==> src/rtl/ldpc_syndrome_seq.sv <==
// Sequential LDPC syndrome checker: evaluates P block rows of a quasi-cyclic
// parity-check matrix per cycle against registered hard decisions.
module ldpc_syndrome_seq #(
  parameter int DATA_W     = 8,
  parameter int C          = 8,
  parameter int R          = 4,
  parameter int D          = 8,
  parameter int P          = 1,
  parameter int EARLY_EXIT = 0
) (
  input  logic                                clk,
  input  logic                                rst,
  input  logic                                in_valid,
  output logic                                in_ready,
  input  logic [C*R*DATA_W-1:0]               in_mtx,
  input  logic [R*D-1:0]                      in_dec,
  output logic                                out_valid,
  input  logic                                out_ready,
  output logic                                out_fail,
  output logic [$clog2(C*D+1)-1:0]            out_weight,
  output logic [((C > 1) ? $clog2(C) : 1)-1:0] out_first,
  output logic                                out_cfg_err,
  output logic                                busy
);

  localparam int WW     = $clog2(C*D+1);
  localparam int RIW    = (C > 1) ? $clog2(C) : 1;
  localparam int GROUPS = C / P;
  localparam int GW     = (GROUPS > 1) ? $clog2(GROUPS) : 1;

  typedef enum logic [1:0] {IDLE, RUN, DONE} state_t;

  state_t state, state_nxt;

  logic [DATA_W-1:0] mtx_a [C][R];
  logic [D-1:0]      dec_a [R];
  logic [GW-1:0]     grp;
  logic [WW-1:0]     weight;
  logic [RIW-1:0]    first;
  logic              found;
  logic              cfg_err;

  logic [WW-1:0]     grp_pop;
  logic              grp_fail;
  logic [RIW-1:0]    grp_first;
  logic              grp_cfg;
  logic              last_grp;

  logic [RIW-1:0]    ridx;
  logic [DATA_W-1:0] s;
  logic [D-1:0]      row_syn;
  logic [D-1:0]      term;
  logic [2*D-1:0]    dbl;

  assign last_grp = (grp == GW'(GROUPS - 1));

  // Syndrome of the current group; a rotate-right by s is the low half of {d,d} >> s.
  always_comb begin
    grp_pop   = '0;
    grp_fail  = 1'b0;
    grp_first = '0;
    grp_cfg   = 1'b0;
    ridx      = '0;
    s         = '0;
    row_syn   = '0;
    term      = '0;
    dbl       = '0;
    for (int p = 0; p < P; p++) begin
      ridx    = RIW'(int'(grp) * P + p);
      row_syn = '0;
      for (int j = 0; j < R; j++) begin
        s    = mtx_a[ridx][j];
        dbl  = {dec_a[j], dec_a[j]};
        term = '0;
        if (s == {DATA_W{1'b1}}) begin
          term = '0;
        end else if (int'(s) < D) begin
          term = D'(dbl >> s);
        end else begin
          grp_cfg = 1'b1;
        end
        row_syn = row_syn ^ term;
      end
      grp_pop = grp_pop + WW'($countones(row_syn));
      if ((row_syn != '0) && !grp_fail) begin
        grp_fail  = 1'b1;
        grp_first = ridx;
      end
    end
  end

  always_ff @(posedge clk or posedge rst) begin
    if (rst) state <= IDLE;
    else     state <= state_nxt;
  end

  always_comb begin
    state_nxt = state;
    case (state)
      IDLE:    if (in_valid) state_nxt = RUN;
      RUN:     if (last_grp || ((EARLY_EXIT != 0) && grp_fail)) state_nxt = DONE;
      DONE:    if (out_ready) state_nxt = IDLE;
      default: state_nxt = IDLE;
    endcase
  end

  always_ff @(posedge clk or posedge rst) begin
    if (rst) begin
      grp     <= '0;
      weight  <= '0;
      first   <= '0;
      found   <= 1'b0;
      cfg_err <= 1'b0;
      for (int i = 0; i < C; i++)
        for (int j = 0; j < R; j++)
          mtx_a[i][j] <= '0;
      for (int j = 0; j < R; j++)
        dec_a[j] <= '0;
    end else if ((state == IDLE) && in_valid) begin
      grp     <= '0;
      weight  <= '0;
      first   <= '0;
      found   <= 1'b0;
      cfg_err <= 1'b0;
      for (int i = 0; i < C; i++)
        for (int j = 0; j < R; j++)
          mtx_a[i][j] <= in_mtx[(i*R+j)*DATA_W +: DATA_W];
      for (int j = 0; j < R; j++)
        dec_a[j] <= in_dec[j*D +: D];
    end else if (state == RUN) begin
      grp    <= grp + 1'b1;
      weight <= weight + grp_pop;
      if (grp_fail && !found) begin
        found <= 1'b1;
        first <= grp_first;
      end
      if (grp_cfg) cfg_err <= 1'b1;
    end
  end

  assign in_ready    = (state == IDLE);
  assign busy        = (state == RUN);
  assign out_valid   = (state == DONE);
  assign out_fail    = (weight != '0);
  assign out_weight  = weight;
  assign out_first   = first;
  assign out_cfg_err = cfg_err;

endmodule

==> config.mk <==
export PLATFORM = sky130hd
export DESIGN_NAME = ldpc_syndrome_seq
export DESIGN_NICKNAME = d
export VERILOG_FILES = /design/src/rtl/ldpc_syndrome_seq.sv
export SDC_FILE = /design/constraint.sdc
export NUM_CORES = 1
export LEC_CHECK = 0
export CAP_MARGIN = 20
export CORE_AREA = 5 5 175 177
export CTS_BUF_LIST = sky130_fd_sc_hd__clkbuf_8
export DETAILED_ROUTE_END_ITERATION = 10
export DIE_AREA = 0 0 180 182
export HOLD_SLACK_MARGIN = 0.12
export PLACE_DENSITY = 0.82
export SYNTH_ARGS = -nofsm -noshare
export SYNTH_HDL_FRONTEND = slang
export SYNTH_SLANG_ARGS = --single-unit
==> constraint.sdc <==
create_clock -name clk -period 11.4 [get_ports clk]
set_input_delay 1.14 -clock clk [delete_from_list [all_inputs] [get_ports clk]]
set_output_delay 1.14 -clock clk [all_outputs]
set_load 0.02 [all_outputs]
### Word level (Yosys, flattened, before mapping)

Index checks and enable logic that the tools add are counted.

* output and inout bits: 15
* register bits after elaboration: 305
* logic and storage cells: 124
* bits of input ports: 292

* bitwise logic cells: 4
* equality and inequality tests: 10
* multiplexer cells: 38
* reduce and logical (&&, ||, !) cells: 12
* add/sub/neg operators: 9
* shifts and indexed selects: 4
* order comparisons: 5

Operator list (number)
* $bmux 32 s3: 1
* $mux 32: 2
* $mux 8: 8
* $shr 16x8->8: 4
* $eq 8x8->1 const B: 4
* $lt 8x4->1 const B: 4
* $xor 8x8->8: 3
* $mux 3: 6
* $mux 1: 15
* $mux 7: 2
* $add 1x1->2: 4
* $reduce_bool 8->1: 1
* $add 7x4->7: 1
* $reduce_bool 7->1: 1
* $add 2x2->3: 2
* $mux 2: 3
* $pmux 2 s3: 1
* $reduce_bool 2->1: 3
* $add 3x3->4: 1
* $ge 4x4->1 const B: 1
* $ne 2x1->1 const B: 2
* $not 3->4: 1
* $reduce_and 2->1: 2
* $add 3x1->3 const B: 1
* 8 further kinds: 9

### Longest topological paths before layout

Gate-level depths: netlist of the first run.

* depth in word-level cells: 16
* depth in mapped cells: 24
* mapped depth without buffers: 20

### Worst setup path after synthesis of the first run

Ideal clock, no wire load.

* path kind: register to register
* from: reg grp[0]
* to: reg weight[6] (netlist: out_weight[6])
* clock period less this slack: 5.444 ns
* required time: 11.266 ns
* arrival: 5.310 ns
* buffers on the path: 4
* slack: 5.956 ns
* library setup time: 0.134 ns
* cell stages (with the launch flop): 24
* cell sequence: dfrtp_1 -> buf_6 -> buf_12 -> buf_12 -> mux4_2 -> mux2i_4 -> buf_4 -> mux2_2 -> o22ai_1 -> xnor2_1 -> xnor2_1 -> fa_1 -> fa_1 -> inv_1 -> fa_1 -> fa_1 -> inv_1 -> fa_1 -> a21o_1 -> a21oi_1 -> nor2_1 -> nand3_1 -> nand3_1 -> o21ai_0

* cells in the longest elaborated chain, start to end: 16
* elaborated cells between the ends (all ways): 37

Ends and longest elaborated chain
* from (decl): line 37 `logic [GW-1:0] grp;`
* from (signal assigned): line 131 `grp <= grp + 1'b1;`
* $not 3->4 (not written as such) *: line 72 `s = mtx_a[ridx][j];`
* $bmux 32 s3 *: line 72
* $mux 32 (not written as such) * (2 in series): line 72
* $lt 8x4->1 or $shr 16x8->8 (tied branches): line 77, 78
* $mux 8: line 77 `end else if (int'(s) < D) begin`
* $mux 8: line 75 `if (s == {DATA_W{1'b1}}) begin`
* $xor 8x8->8 (2 in series): line 82 `row_syn = row_syn ^ term;`
* $xor 8x8->8 *: line 82
* $add 1x1->2 (not written as such): line 84 `grp_pop = grp_pop + WW'($countones(row_syn));`
* $add 2x2->3 (not written as such): line 84
* $add 3x3->4 (not written as such) *: line 84
* $add 7x4->7 *: line 132 `weight <= weight + grp_pop;`
* $mux 7 *: line 130 `end else if (state == RUN) begin`
* $mux 7 *: line 119 `end else if ((state == IDLE) && in_valid) begin`
* to (signal assigned): line 132
* to (decl): line 38 `logic [WW-1:0] weight;`

Mark *: on every way between the ends. The rest lies on a longest branch, timed or not. The select of a mux whose other input is x is not followed.
A chain may end at the register's enable or synchronous reset.

### Final worst setup path of the first run

Same ends and word-level chain as after synthesis.

==> results of run 1 <==
==> Yosys cell counts, drive strengths merged, types with 2 or more instances <==
master,number
mux4,64
inv,9
ha,8
o21ai,13
nor3,4
nand2b,3
nor2,15
nor2b,5
xnor3,3
a22oi,28
xnor2,16
nor4,9
mux2i,97
nand4,4
nand3,11
o22ai,2
dfrtp,305
o31ai,3
fa,5
a21oi,7
buf,17
o211ai,4
nand2,887
a21o,4
mux2,6
clkbuf,71
xor2,4
==> registers in the layout (all words and copies together) (netlist names) <==
register / flops
grp: 3
found: 1
out_cfg_err: 1
out_first: 3
state: 2
dec_a: 24
dbl: 8
mtx_a: 256
out_weight: 7
==> per-stage QoR <==
| stage | area (sq um) | worst slack [ns] | power (mW) |
|---|---|---|---|
| CTS | 19600 | 4.27 | 6.44 |
| global placement | 18500 | 4.41 | 5.20 |
| floorplan | 15200 | 1.83 | 4.50 |
| global route | 19700 | 3.82 | 6.93 |
| detailed placement | 18500 | 4.30 | 5.35 |
| finish | 19700 | 4.30 | 6.46 |
==> final cells by class <==
type,count,area [sq um]
flip-flops and latches,305,7640
well taps,390,488
diodes,3,7.51
inverters,10,45.0
multi-input cells,1209,7160
repair buffers,317,3210
clock buffers,70,963
clock inverters,21,180
fillers,2156,9400
==> worst register-to-register path, stage by stage (launching register included) <==
cell     delay [ns]
dfrtp_4        0.83
buf_4          0.69
mux4_2         0.66
mux2i_2        0.68
mux2i_1        0.25
mux2_2         0.31
o22ai_1        0.22
xnor2_1        0.12
xnor2_1        0.27
fa_1           0.48
fa_1           0.49
inv_1          0.06
fa_1           0.56
fa_1           0.18
inv_1          0.06
fa_1           0.40
a21o_1         0.20
a21oi_1        0.15
nor2_1         0.08
nand3_1        0.13
nand3_1        0.07
o21ai_0        0.10
==> layer usage <==
metal / GRT usage / routed length (um)
met1: 0.366 / 18600
met3: 0.0581 / 3380
met2: 0.430 / 21400
met5: 0 / 12
met4: 0.111 / 1920
==> path summary, 6_finish.rpt <==
check | from | slack (ns) | to | cells past startpoint
max | grp[0] | 4.30 | out_weight[6] | 21
min | mtx_a[122] | 0.47 | mtx_a[122] | 2
max reg2reg | grp[0] | 4.30 | out_weight[6] | 21
min reg2reg | mtx_a[122] | 0.47 | mtx_a[122] | 2
max in group asynchronous | rst | 8.55 | grp[0] | 4
min in group asynchronous | rst | 0.98 | dec_a[22] | 2
==> placed cells by master (no fill, tap or decap), types with 12 or more instances in the layout <==
cell type and count:
clkdlybuf4s50_1 306, nand2_1 885, xnor2_1 16, a22oi_1 28
clkbuf_8 70, mux4_2 61, mux2i_1 85, inv_1 16
o21ai_0 13, dfrtp_1 302, nor2_1 12
==> cell families (layout without fill, tap and decap cells) <==
family,Yosys count,in the layout,synth area share
xor+xnor,23,23,0.0159
simple gates,943,943,0.240
other cells,0,3,0
compound gates,63,63,0.0290
buf+inv,98,418,0.0304
mux,167,167,0.171
flops,305,305,0.501
fa+ha+maj,13,13,0.0131
==> report_power, final <==
part           switching (mW)  internal (mW)  leakage (nW)
Clock                   0.450          0.615         0.635
Sequential              0.461           1.60          3.79
Combinational            1.81           1.52          5.32
==> metrics.md, run 1 <==
| Metric | Value |
|---|---|
| Hold Crit Class | reg -> reg |
| Cell family with most CP delay | adder cells |
| Residual DRC | 0 |
| Hold Fails Final Rpt | 0 |
| Synth warn | 0 |
| Initial antenna violation count | 4 |
| Final estimated routing congestion in global placement | 0.911 |
| Final Critical Period | 7.10 ns |
| Post-CTS Setup Inserts | 0 |
| Initial DRC count | 1087 |
| Non-filler instance count after layout | 2325 |
| CP Capture Type | flop |
| Area contributors post-synth | dfrtp_1, nand2_1, mux4_2 |
| Synth top area share | 0.501 |
| Root Driver | clkbuf_8 |
| Top FF cell, synth | dfrtp_1 |
| Worst hold slack | 0.474 ns |
| IO buf count | 306 |
| I/O pins | 307 |
| WL final | 45300 um |
| Worst-Skew Late Latency | 0.58 ns |
| Full die area | 32800 sq um |
| Fraction of the cycle the final worst path needs | 0.622 |
| Number of flops mapped to enable cells by yosys | 0 |
| Sequential element share of the synthesized area | 0.501 |
| Clk pin slew, worst setup/hold paths | 0.07 ns |
| Crit Path Class | reg -> reg |
| CP most frequent cell | fa_1 |
| Avg Inst Size Synth | 9.46 sq um |
| CTS max path bufs | 3 |
| Post-Route Skew | 0.0215 ns |
| #FFs+latches synth | 305 |
| Pin count of the biggest net entering global routing | 151 |
| Setup violations, final | 0 |
| Layout Nets | 2197 |
| Max FO, Critical Path | 36 |
| Total GRT Usage | 0.271 |
| Cts bufs inserted | 49 |
| Avg Vias per Cell | 5.49 |
| Max cap viols | 0 |
| Chip Height | 182 um |
| Slew margin rel. | 0.278 |
| Pwr Density | 328 nW/um^2 |
| Required time of the critical path | 11.88 ns |
| Asr flop ratio synth | 1.00 |
| Status | complete, no violations |
| Cell Chain, Critical Path | buf_4 -> mux4_2 -> mux2i_2 -> mux2i_1 -> mux2_2 -> o22ai_1 -> xnor2_1 -> xnor2_1 -> fa_1 -> fa_1 -> inv_1 -> fa_1 -> fa_1 -> inv_1 -> fa_1 -> a21o_1 -> a21oi_1 -> nor2_1 -> nand3_1 -> nand3_1 -> o21ai_0 |
| Core box area | 29100 sq um |
| Cells after Synth | 1612 |
| Hold buffers post-CTS | 0 |
| Initial Utilization | 0.524 |
| Area leader, netlist | dfrtp_1 |
| Num rows | 63 |
| Cell area after synthesis | 15200 sq um |
| DP HPWL | 32600 um |
| Share of cells above drive strength 1 | 0.0963 |
| Slew @ Worst Pin | 1.08 ns |
| Worst path max stage delay | 0.83 ns |
| Vias | 12800 |
| GR Overflow Total | 0 |
| VDD IR max | 0.228 mV |
| Vias in the first global route | 13100 |
| CTS sink count | 305 |
| Syn-to-layout area delta | 29.1% |
| Mapped Nets | 1917 |
| First-pass GRT wire length | 70800 um |
| Max Fclk | 0.141 GHz |
| Cts repair resizes | 0 |
| RSZ-0062 raised after global routing | no |
| Leakage Power | 9.75 nW |
| CTS tree | yes |
| Buf+Inv Stages, Crit Path | 3 |
| Setup crit start kind | flop |
| Data arrival, critical path | 7.58 ns |
| Horiz. Die Dim | 180 um |
| Max H-tree Level | 2 |
| WL/cell | 19.5 um |
| Final ANT Viol Nets | 0 |
| Pre-Repair DR Iteration Count | 6 |
| DP Cell Count | 2228 |
| Count of cell types in the netlist | 46 |
| Final Max Slew Viols | 0 |
| Setup TNS | 0 ns |
| Finished Core Util | 0.677 |
| Worst path slowest cell | dfrtp_4 |
Note: power is estimated with default switching activity, not from simulation.
==> run 2: changes to the inputs <==
--- a/config.mk
+++ b/config.mk
@@ -6,12 +6,12 @@
 export NUM_CORES = 1
 export LEC_CHECK = 0
 export CAP_MARGIN = 20
-export CORE_AREA = 5 5 175 177
+export CORE_AREA = 5 5 183 185
 export CTS_BUF_LIST = sky130_fd_sc_hd__clkbuf_8
 export DETAILED_ROUTE_END_ITERATION = 10
-export DIE_AREA = 0 0 180 182
+export DIE_AREA = 0 0 188 190
 export HOLD_SLACK_MARGIN = 0.12
-export PLACE_DENSITY = 0.82
+export PLACE_DENSITY = 0.79
 export SYNTH_ARGS = -nofsm -noshare
 export SYNTH_HDL_FRONTEND = slang
 export SYNTH_SLANG_ARGS = --single-unit
==> constraint.sdc (replaced) <==
create_clock -name clk -period 5.75 [get_ports clk]
set_input_delay 0.575 -clock clk [delete_from_list [all_inputs] [get_ports clk]]
set_output_delay 0.575 -clock clk [all_outputs]
set_load 0.02 [all_outputs]
==> metrics.md, run 2 (synthesis results as in run 1) <==
| Metric | Value |
|---|---|
| Status | complete, no violations |
| Vias | 12900 (+1.2%) |
| R2r endpoint | out_weight[6] |
| Total GRT Usage | 0.251 (-0.0194) |
| Pwr Density | 675 nW/um^2 (+110%) |
| Vias in the first global route | 13300 (+1.4%) |
| Required time of the critical path | 6.27 ns (-5.61 ns) |
| WL/cell | 19.1 um (-1.7%) |
| Core box area | 31900 sq um (+9.6%) |
| Chip Height | 190 um (+4.4%) |
| Power, Total | 13.8 mW (+110%) |
| Slew margin rel. | 0.343 (+0.0643) |
| Crit Path Class | reg -> reg |
| Avg Vias per Cell | 5.37 (-2.3%) |
| CP Capture Type | flop |
| Syn-to-layout area delta | 34.3% |
| Residual DRC | 0 (unchanged) |
| Max FO, Critical Path | 7 (-81%) |
| Place WS | -0.0367 ns (-4.33 ns) |
| Root Driver | clkbuf_8 |
| Commonest non-fill, non-tap cell in the layout | nand2_1 |
| Final Critical Period | 5.71 ns (-1.39 ns) |
| Horiz. Die Dim | 188 um (+4.4%) |
| Hold Fails Final Rpt | 0 (unchanged) |
| Worst r2r path cells | 24 (+14%) |
| IO buf count | 306 (unchanged) |
| GR Overflow Total | 0 (unchanged) |
| Initial antenna violation count | 3 (-1) |
| Layout Nets | 2265 (+3.1%) |
| Setup violations, final | 0 (unchanged) |
| Worst path max stage delay | 0.54 ns (-0.29 ns) |
| Max reg flops | 256 (unchanged) |
| Num rows | 66 (+4.8%) |
| Worst-Skew Late Latency | 0.59 ns (about the same) |
| Setup crit start kind | flop |
| Setup TNS | 0 ns (unchanged) |
| DP HPWL | 33000 um (+1.3%) |
| Leakage Power | 10.1 nW (+3.7%) |
| Final estimated routing congestion in global placement | 0.883 (-3.0%) |
| FF-to-FF setup slack | 0.04 ns (-4.26 ns) |
| VDD IR max | 0.511 mV (+120%) |
| Highest-count cells in the layout ignoring fill and taps | nand2_1, clkdlybuf4s50_1, dfrtp_1, mux2i_1 |
| Finished Core Util | 0.642 (-0.0346) |
| Slew @ Worst Pin | 0.986 ns (-0.0965 ns) |
| Pin count of the biggest net entering global routing | 179 (+19%) |
| Data arrival, critical path | 6.23 ns (-1.35 ns) |
| Max cap viols | 0 (unchanged) |
| Full die area | 35700 sq um (+9.0%) |
| Cts bufs inserted | 51 (+4.1%) |
| Initial DRC count | 1130 (+4.0%) |
| CTS sink count | 305 (unchanged) |
| Setup WS post-layout | 0.0407 ns (-4.26 ns) |
| Largest register by flop count | mtx_a |
| CTS max path bufs | 3 (unchanged) |
| Final Max Slew Viols | 0 (unchanged) |
| I/O pins | 307 (unchanged) |
| Initial Utilization | 0.478 (-0.0459) |
| Max H-tree Level | 2 (unchanged) |
| Share of cells above drive strength 1 | 0.136 (+0.0399) |
| CP most frequent cell | fa_1 |
| Worst reg2reg path startpoint | grp[0] |
| Final ANT Viol Nets | 0 (unchanged) |
| Worst path slowest cell | fa_1 |
| Max Fclk | 0.175 GHz (+24%) |
| Hold Crit Class | in -> async |
| Post-Route Skew | 0.0277 ns (+0.00615 ns) |
| Hold buffers post-CTS | 0 (unchanged) |
| Clk pin slew, worst setup/hold paths | 0.06 ns (about the same) |
| Worst hold slack | 0.411 ns (-0.0625 ns) |
| Fraction of the cycle the final worst path needs | 0.993 (+0.371) |
| Pre-Repair DR Iteration Count | 5 (-1) |
| Cell Chain, Critical Path | buf_12 -> buf_12 -> buf_6 -> mux4_2 -> nor4_2 -> o211ai_1 -> buf_4 -> nor2_4 -> a22oi_2 -> xor2_1 -> xnor2_1 -> fa_1 -> fa_1 -> inv_2 -> fa_1 -> fa_2 -> inv_2 -> fa_2 -> a21o_1 -> a21oi_2 -> nor2_2 -> nand3_2 -> nand3_2 -> o21ai_1 |
| CTS tree | yes |
| First-pass GRT wire length | 71600 um (+1.1%) |
| WL final | 46000 um (+1.7%) |
| RSZ-0062 raised after global routing | yes |
run 2: cell type report:
class / instances / area, sq um
antenna: 2 / 5.00
clock buffer: 62 / 853
clock inverter: 28 / 184
fill: 2469 / 11400
inverter: 10 / 41.3
multi-input combinational: 1209 / 7310
sequential: 305 / 7640
tap: 408 / 510
timing repair buffer: 383 / 3930
run 2: timing repair:
action,CTS,global route
gates resized for setup,4,39
pin swaps,7,17
setup buffers,7,17
setup endpoints to repair,1,5
cloned,1,2
run 2: worst max path at each step:
| stage | slack, ns | cells after the start | to | from |
|---|---|---|---|---|
| 2_1_floorplan | 0.31 | 23 | out_weight[6] | grp[0] |
| 3_3_place_gp | 0.04 | 21 | out_weight[6] | grp[0] |
| 3_5_place_dp | -0.04 | 21 | out_weight[6] | grp[0] |
| 4_1_cts | -0.0005 | 22 | out_weight[6] | grp[0] |
| 5_1_grt | -0.16 | 24 | out_weight[6] | grp[0] |
| 6_report | 0.04 | 24 | out_weight[6] | grp[0] |
run 2: routing by layer:
layer	wire (um)	up-vias	global-route usage
met5	0	-	0
met4	1890	0	0.102
met3	3550	113	0.0466
met2	21500	576	0.396
met1	19100	6263	0.347
li1	-	5975	-
run 2: critical path: cells and delay by family (launching register included):
family                     cells  cell delay (ns)
AOI/OAI and AO/OA              5             0.73
DFF                            1             0.50
muxes                          1             0.44
xor gates and xnor gates       2             0.48
and+or+nand+nor                5             0.68
buffers and inverters          6             0.72
adders and majority gates      5             2.08
run 2: stage by stage:
stage / cells / instance area [sq um]
final: 2407 / 20500
after global routing: 2407 / 20500
after CTS: 2386 / 20100
after detailed placement: 2288 / 18900
after global placement: 2288 / 18900
after floorplan: 1612 / 15200
run 2: power by group:
group	switching, mW	total, mW	internal (mW)	leakage, nW
registers	0.751	3.93	3.18	3.80
logic	4.07	7.93	3.86	5.71
clock network	0.892	1.96	1.07	0.599
total	5.72	13.8	8.10	10.1
==> run 3: changes to the inputs <==
--- a/config.mk
+++ b/config.mk
@@ -6,12 +6,12 @@
 export NUM_CORES = 1
 export LEC_CHECK = 0
 export CAP_MARGIN = 20
-export CORE_AREA = 5 5 183 185
+export CORE_AREA = 2 2 192 194
 export CTS_BUF_LIST = sky130_fd_sc_hd__clkbuf_8
 export DETAILED_ROUTE_END_ITERATION = 10
-export DIE_AREA = 0 0 188 190
+export DIE_AREA = 0 0 194 196
 export HOLD_SLACK_MARGIN = 0.12
-export PLACE_DENSITY = 0.79
+export PLACE_DENSITY = 0.71
 export SYNTH_ARGS = -nofsm -noshare
 export SYNTH_HDL_FRONTEND = slang
 export SYNTH_SLANG_ARGS = --single-unit
==> metrics.md, run 3 (synthesis results as in run 1) <==
| Metric | Value |
|---|---|
| Status | complete, no violations |
| Chip Height | 196 um (+3.2%) |
| VDD IR max | 0.545 mV (+6.6%) |
| CTS max path bufs | 3 (unchanged) |
| Setup violations, final | 0 (unchanged) |
| Final estimated routing congestion in global placement | 0.909 (+2.9%) |
| Crit Path Class | reg -> reg |
| Worst-Skew Late Latency | 0.59 ns (about the same) |
| Syn-to-layout area delta | 35.8% |
| Flop pwr share | 0.282 (-0.002) |
| Max FO, Critical Path | 18 (+11) |
| GR Overflow Total | 0 (unchanged) |
| Switch share | 0.413 (-0.000479) |
| WL/cell | 18.6 um (-2.5%) |
| Num rows | 70 (+6.1%) |
| Power share of the clock group | 0.141 (about the same) |
| FF+latch area | 7640 sq um (unchanged) |
| WL final | 46200 um (+0.29%) |
| Fraction of the cycle the final worst path needs | 0.978 (-0.0144) |
| Non-filler instance count after layout | 2476 (+2.9%) |
| Max reg flops | 256 (unchanged) |
| Routed wl met3 | 3300 um (-6.9%) |
| Full die area | 38000 sq um (+6.5%) |
| Core box area | 36100 sq um (+13%) |
| Residual DRC | 0 (unchanged) |
| DP HPWL | 33700 um (+2.1%) |
| Final Critical Period | 5.63 ns (-0.0831 ns) |
| Met2 WL | 21700 um (+0.95%) |
| Initial Utilization | 0.423 (-0.0558) |
| Place WS | -0.0545 ns (-0.0178 ns) |
| Comb power frac | 0.577 (+0.003) |
| CTS sink count | 305 (unchanged) |
| Largest register by flop count | mtx_a |
| First-pass GRT wire length | 71700 um (+0.18%) |
| Data arrival, critical path | 6.08 ns (-0.15 ns) |
| Power, Total | 13.9 mW (+0.90%) |
| Hold Fails Final Rpt | 0 (unchanged) |
| IO buf count | 306 (unchanged) |
| Net Sw Power | 5.76 mW (+0.79%) |
| Placed Area | 19000 sq um (+0.36%) |
| Hold buffers post-CTS | 0 (unchanged) |
| Initial DRC count | 857 (-24%) |
| Horiz. Die Dim | 194 um (+3.2%) |
| Worst reg2reg path startpoint | grp[0] |
| Commonest non-fill, non-tap cell in the layout | nand2_1 |
| Post-Route Skew | 0.0189 ns (-0.00876 ns) |
| Highest-count cells in the layout ignoring fill and taps | nand2_1, clkdlybuf4s50_1, dfrtp_1, mux2i_1, clkbuf_8 |
| Share of cells above drive strength 1 | 0.148 (+0.0118) |
| Cell Int Power | 8.18 mW (+0.99%) |
| Cts bufs inserted | 50 (-2.0%) |
| Clk pin slew, worst setup/hold paths | 0.07 ns (about the same) |
| DP Cell Count | 2347 (+2.6%) |
| Max cap viols | 0 (unchanged) |
| Vias in the first global route | 13100 (-1.2%) |
| Post-route cell area | 20700 sq um (+1.1%) |
| CP Capture Type | flop |
| Hold Crit Class | in -> async |
| RSZ-0062 raised after global routing | yes |
| Total GRT Usage | 0.240 (-0.0109) |
| Pin count of the biggest net entering global routing | 158 (-12%) |
| Final Max Slew Viols | 0 (unchanged) |
| Root Driver | clkbuf_8 |
| Met1 wire length | 19700 um (+3.5%) |
| Worst setup path start | grp[0] |
| Initial antenna violation count | 1 (-2) |
| Vias | 12600 (-2.3%) |
| Layout Nets | 2272 (+0.31%) |
| Final ANT Viol Nets | 0 (unchanged) |
| I/O pins | 307 (unchanged) |
| Leakage Power | 10.2 nW (+0.82%) |
| Required time of the critical path | 6.21 ns (-0.06 ns) |
| Max Fclk | 0.178 GHz (+1.5%) |
| CTS tree | yes |
| Slew @ Worst Pin | 0.806 ns (-0.180 ns) |
| Pwr Density | 674 nW/um^2 (-0.21%) |
| Pre-Repair DR Iteration Count | 5 (unchanged) |
| Slew margin rel. | 0.463 (+0.120) |
| Multi-input gate area | 7410 sq um (+1.3%) |
| Top layer in use | met4 |
| # fillers | 3119 (+26%) |
| Max H-tree Level | 2 (unchanged) |
| Setup WS post-layout | 0.124 ns (+0.0831 ns) |
| Avg Vias per Cell | 5.10 (-5.1%) |
| Setup crit start kind | flop |
## run 3: cell count changes in the layout (fill, tap and decap cells not counted), sizes merged
cell      previous run  this run
bufinv               2         1
clkinv               4         8
inv                 29        26
bufbuf               1         0
buf                 74        83
clkbuf              64        67
diode                2         1
clkinvlp             3         2
## run 3: per-stage QoR
step | setup TNS (ns) | hold slack (ns) | util
global placement | 0 | 0.453 | 0.527
floorplan | 0 | 0.437 | -
detailed placement | -0.0770 | 0.457 | 0.527
global route | -0.192 | 0.282 | 0.574
finish | 0 | 0.269 | 0.574
CTS | 0 | 0.274 | 0.557
## run 3: power groups by stage
stage                     sequential (mW)  combinational, mW  clock [mW]
after global placement               3.92               6.91           0
after detailed placement             3.92               7.18           0
after CTS                            3.91               7.25        2.00
final                                3.93               8.05        1.96
after global routing                 4.04               8.82        2.10
after floorplan                      3.63               5.30           0
## run 3: critical path, stage by stage, from the launching register on
cell and delay, ns:
dfrtp_4 0.50, buf_12 0.19, mux4_2 0.54, mux2i_4 0.35
mux2i_2 0.32, mux2i_1 0.15, a22oi_2 0.29, xnor2_2 0.13
xnor2_2 0.23, fa_1 0.46, fa_1 0.51, inv_2 0.04
fa_1 0.54, fa_2 0.22, inv_2 0.05, fa_2 0.33
a21o_1 0.19, a21oi_2 0.14, nor2_2 0.05, buf_4 0.16
mux2i_1 0.10
## run 3: layer usage
layer	vias up	track usage
met5	-	0
met4	0	0.0842
met3	78	0.0492
met2	455	0.387
met1	6108	0.326
li1	5984	-
## run 3: path summary, 6_finish.rpt
check	endpoint	slack, ns	cells past startpoint
max	out_weight[4]	0.12	20
min in group clk	mtx_a[200]	0.47	2
max in group asynchronous	mtx_a[43]	3.93	4
min reg2reg	mtx_a[200]	0.47	2
min	mtx_a[39]	0.27	2
max reg2reg	out_weight[4]	0.12	20
## run 3: timing repair
action | CTS | global route
setup buffers | 4 | 29
endpoints found under the setup margin | 2 | 6
gates resized for setup | 3 | 51
pin swaps | 4 | 16
gates cloned | 0 | 2
## run 3: cell type report
cell class | instances | area share
Sequential cell | 305 | 0.369
Antenna cell | 1 | 0.000121
Timing Repair Buffer | 391 | 0.192
Clock buffer | 65 | 0.0432
Multi-Input combinational cell | 1209 | 0.358
Clock inverter | 27 | 0.00768
Tap cell | 468 | 0.0283
Inverter | 10 | 0.00199
